$ cat src/rtl/lq_agen_sum_pipe.sv
// LSU address-generation sum pipe: registers operands, emits byte generate/transmit
// to the carry network, and selects conditional byte sums into the ex3 effective address.
module lq_agen_sum_pipe (
    input  logic        clk,
    input  logic        rst,
    input  logic        ex1_vld,
    input  logic [0:63] ex1_base,
    input  logic [0:63] ex1_offset,
    input  logic        ex1_mode64,
    output logic        ex1_rdy,
    input  logic        ex3_hold,
    input  logic        ex_flush,
    output logic [1:7]  g08,
    output logic [1:6]  t08,
    input  logic [1:7]  c64_b,
    output logic        ex3_vld,
    output logic [0:63] ex3_ea,
    output logic        ex3_carry
);

    logic        ex2_vld;
    logic [0:63] ex2_a;
    logic [0:63] ex2_b;
    logic        ex2_mode64;

    logic [0:7]  g_all;
    logic [0:6]  t_all;
    logic [0:63] sum0;
    logic [0:55] sum1;
    logic [0:63] ea_nxt;
    logic        carry_nxt;

    assign ex1_rdy = ~ex3_hold;

    always_ff @(posedge clk or posedge rst) begin
        if (rst) begin
            ex2_vld    <= 1'b0;
            ex2_a      <= '0;
            ex2_b      <= '0;
            ex2_mode64 <= 1'b0;
        end else begin
            if (ex_flush)
                ex2_vld <= 1'b0;
            else if (!ex3_hold)
                ex2_vld <= ex1_vld;
            if (!ex3_hold && ex1_vld) begin
                ex2_a      <= ex1_base;
                ex2_b      <= ex1_offset;
                ex2_mode64 <= ex1_mode64;
            end
        end
    end

    // Byte 7 never takes a carry-in, so its carry-in-1 sum is not built.
    always_comb begin
        g_all = '0;
        t_all = '0;
        sum0  = '0;
        sum1  = '0;
        for (int k = 0; k < 8; k++) begin
            {g_all[k], sum0[8*k +: 8]} =
                {1'b0, ex2_a[8*k +: 8]} + {1'b0, ex2_b[8*k +: 8]};
        end
        for (int k = 0; k < 7; k++) begin
            {t_all[k], sum1[8*k +: 8]} =
                {1'b0, ex2_a[8*k +: 8]} + {1'b0, ex2_b[8*k +: 8]} + 9'd1;
        end
    end

    assign g08 = g_all[1:7];
    assign t08 = t_all[1:6];

    always_comb begin
        ea_nxt = sum0;
        for (int k = 0; k < 7; k++) begin
            if (!c64_b[k+1])
                ea_nxt[8*k +: 8] = sum1[8*k +: 8];
        end
        carry_nxt = g_all[0] | (t_all[0] & ~c64_b[1]);
        if (!ex2_mode64) begin
            ea_nxt[0:31] = '0;
            carry_nxt    = 1'b0;
        end
    end

    always_ff @(posedge clk or posedge rst) begin
        if (rst) begin
            ex3_vld   <= 1'b0;
            ex3_ea    <= '0;
            ex3_carry <= 1'b0;
        end else begin
            if (ex_flush)
                ex3_vld <= 1'b0;
            else if (!ex3_hold)
                ex3_vld <= ex2_vld;
            if (!ex3_hold && ex2_vld) begin
                ex3_ea    <= ea_nxt;
                ex3_carry <= carry_nxt;
            end
        end
    end

endmodule
$ cat config.mk
export PLATFORM = sky130hd
export DESIGN_NAME = lq_agen_sum_pipe
export DESIGN_NICKNAME = d
export VERILOG_FILES = /design/src/rtl/lq_agen_sum_pipe.sv
export SDC_FILE = /design/constraint.sdc
export NUM_CORES = 1
export LEC_CHECK = 0
export BUFFER_PORTS_ARGS = -buffer_cell sky130_fd_sc_hd__buf_2
export CORE_MARGIN = 5
export CORE_UTILIZATION = 51
export CTS_CLUSTER_SIZE = 14
export DETAILED_ROUTE_END_ITERATION = 12
export PLACE_DENSITY_LB_ADDON = 0.3
export SYNTH_ARGS = -nofsm -noshare
export SYNTH_HDL_FRONTEND = slang
export SYNTH_SLANG_ARGS = --single-unit
$ cat constraint.sdc
create_clock -name clk -period 6.85 [get_ports clk]
set_input_delay 1.37 -clock clk [delete_from_list [all_inputs] [get_ports clk]]
set_output_delay 1.37 -clock clk [all_outputs]
set_load 0.02 [all_outputs]
==> metrics.yaml <==
sta:
  slew_viol_final: 0
  max_freq_mhz: 226
  hold_viol: 0
  hold_ws_ns: 0.477
  setup_viol: 0
  min_period_ns: 4.42
  setup_tns_ns: 0
  rsz0062_at_grt: "false"
  finalCritPeriodShare_pct: 64.6
  skew_ns: 0.0102
  tightestPinTransition_ns: 0.956
  slew_headroom_pct: 36.1
global_route:
  met2_usage_pct: 34.0
  grt_usage_pct: 20.4
  grt_pass1_wl_um: 41000
  grt_pass1_vias: 8377
  grt-ovfl-total: 0
  grt_start_max_net_pins: 135
  busiest_layer: "met2"
  gr-usage-met3_pct: 5.25
  antenna_found_initial: 4
  use_met1_pct: 26.0
detailed_routing:
  drc: 0
  firstDrtPassIters: 4
  wl_per_cell_um: 16.3
  wl_um: 24700
  first_iter_violations: 337
  viasPerCell: 5.47
  vias: 8287
  ant_nets: 0
power:
  ir_drop_v: 0.000170
  p_leak_nw: 6.09
  total_power_w: 0.00437
  powerDensity_mw_per_mm2: 335
status:
  outcome: "complete, no violations"
logic_synthesis:
  syn_inst: 1008
  synth_edf_count: 0
  netlist_top_cells_count: "dfrtp_1 (196), mux2_2 (120), nand2_1 (100)"
  synth.net_count: 1228
  async_reset_ff_share_pct: 100
  yosysMostFrequentCell: "dfrtp_1"
  synth_flop_cell: "dfrtp_1"
  ys_seq_elements: 196
  synth_area_sq_mm: 0.0111
  seq_area_frac_synth_pct: 44.2
  avgSynthCellArea_sq_um: 11.0
  yosys.area.top_type: "dfrtp_1"
  synth_top_area_share_pct: 44.2
  ys_top_cells_by_area: "dfrtp_1 (44%), mux2_2 (12%), ha_1 (8.0%), o21ai_0 (3.4%), nand2_1 (3.4%)"
  ys_types: 81
  synth_warnings: 0
die:
  die_w_um: 158
  chipHeight_um: 158
  fp-row-count: 54
  core_area_sq_mm: 0.0216
  ioPinCount: 221
  start_util_pct: 51.4
  die_area_sq_mm: 0.0248
placement:
  routabilityCongestion: 0.895
  dpl_cell_area_sq_mm: 0.0125
  io_buffer_count: 220
  place_hpwl_um: 18600
min_path:
  hold_depth: 2
  hold_class: "reg -> reg"
clock_network:
  cts_resized: 0
  clk_latency_ns: 0.43
  cts_root_buf: "clkbuf_16"
  cts_made_buffers: 17
  cts_sinks: 196
  cts_tree: "yes"
  cts_hold_buf: 0
  h-tree-depth: 4
  clk_pin_slew_worst_paths_ns: 0.07
  postCtsSetupRepairBufs: 0
  cts_buffer_depth: 2
critical_path:
  cp_data_arrival_time_ns: 3.05
  cp_max_fo: 4
  crit_slowest_cell: "fa_1"
  reg2reg_depth: 8
  critPathMaxStageDelay_ns: 0.43
  crit_type: "reg -> out"
  end_kind: "primary output"
  setup.worst_path.start_class: "flop"
  crit_path_frequent_cell: "nor4_2"
  crit_path_cell_trace: "ha_1 -> fa_1 -> a211oi_1 -> nor2_1 -> nor4_2 -> nand2_1 -> nor4_2 -> xor2_1 -> buf_2"
  crit_required_ns: 5.48
finish:
  utilization_pct: 60.3
  stdcell_area_sq_mm: 0.0130
  syn_to_final_growth_pct: 17.4
  drive_gt1_share_pct: 33.6
  register_area_sq_mm: 0.00490
  final_nets: 1440
  multi_input_area_sq_mm: 0.00595
  n_fill_cell: 1875
run:
  drv_cap: 0
==> layout make-up <==
class / instances / area share (%)
well taps: 280 / 2.69
inverters: 35 / 1.07
diodes: 2 / 0.0384
clock inverters: 12 / 0.768
repair buffers: 224 / 8.68
multi-input cells: 746 / 45.7
clock buffers: 20 / 3.43
flip-flops and latches: 196 / 37.6
==> final timing paths <==
path | slack (ns) | from | to
min reg2reg | 0.48 | ex3_ea[63]$_DFFE_PP0P_ | ex3_ea[63]$_DFFE_PP0P_
min | 0.48 | ex3_ea[63]$_DFFE_PP0P_ | ex3_ea[63]$_DFFE_PP0P_
min in group asynchronous | 1.13 | rst | ex2_b[57]$_DFFE_PP0P_
max in group asynchronous | 4.28 | rst | ex2_b[0]$_DFFE_PP0P_
max reg2reg | 4.28 | ex2_a[39]$_DFFE_PP0P_ | ex3_ea[32]$_DFFE_PP0P_
max | 2.43 | ex2_a[39]$_DFFE_PP0P_ | t08[4]
==> registers in the layout, summed over array words and instances (netlist names) <==
| register | flops |
|---|---|
| ex2_vld | 1 |
| ex3_ea | 64 |
| ex3_carry | 1 |
| ex2_a | 64 |
| ex3_vld | 1 |
| ex2_mode64 | 1 |
| ex2_b | 64 |
==> logic make-up (layout without fill, tap and decap cells) <==
| family | after synthesis | count (layout) | synth area share, % |
|---|---|---|---|
| compound gates | 219 | 219 | 13.8 |
| xor+xnor | 79 | 79 | 6.37 |
| fa+ha+maj | 79 | 79 | 9.44 |
| buf+inv | 66 | 291 | 2.34 |
| flops | 196 | 196 | 44.2 |
| mux | 125 | 125 | 12.7 |
| other cells | 0 | 2 | 0 |
| simple gates | 244 | 244 | 11.2 |
==> placed cells by master (no fill, tap or decap), drive strengths merged, types with 5 or more instances in the layout <==
cell type and n:
o31ai 15, inv 39, xnor2 42, nor4b 5, o21ai 80, nor4 6, fa 8, dfrtp 196
mux2 121, clkbuf 20, or2 7, nand2b 11, o21a 10, nand3 19, nor3 8, a211oi 12
nand2 101, o2111ai 5, buf 224, nor2b 8, a21o 11, and3 7, a21oi 35, a211o 6
clkinv 6, xor2 36, nand4 5, nor2 46, ha 71, a2111oi 5
==> report_power, final <==
group	total (W)	switching, W	internal [W]
Clock	0.000944	0.000460	0.000484
Sequential	0.00156	0.000148	0.00141
Combinational	0.00187	0.00108	0.000788
Total	0.00437	0.00169	0.00268
==> critical path: cells and delay by family, from the launching register on <==
family | cells | cell delay (ns)
xor gates and xnor gates | 1 | 0.18
buffers and inverters | 1 | 0.18
AOI/OAI and AO/OA | 1 | 0.29
and+or+nand+nor | 4 | 0.91
adders and majority gates | 2 | 0.68
DFF | 1 | 0.38
==> layer usage <==
layer	vias up	routed length [um]
met3	41	1500
met5	-	24
met4	4	623
met1	3996	10700
met2	179	11900
li1	4067	-
==> metrics by stage <==
step                      setup slack (ns)  std cells
after floorplan                      0.139       1008
after global placement                2.94       1481
after detailed placement              2.88       1481
after CTS                             2.40       1513
after global routing                  2.22       1515
final                                 2.43       1515
No activity file was read; power rests on OpenSTA's default activity.
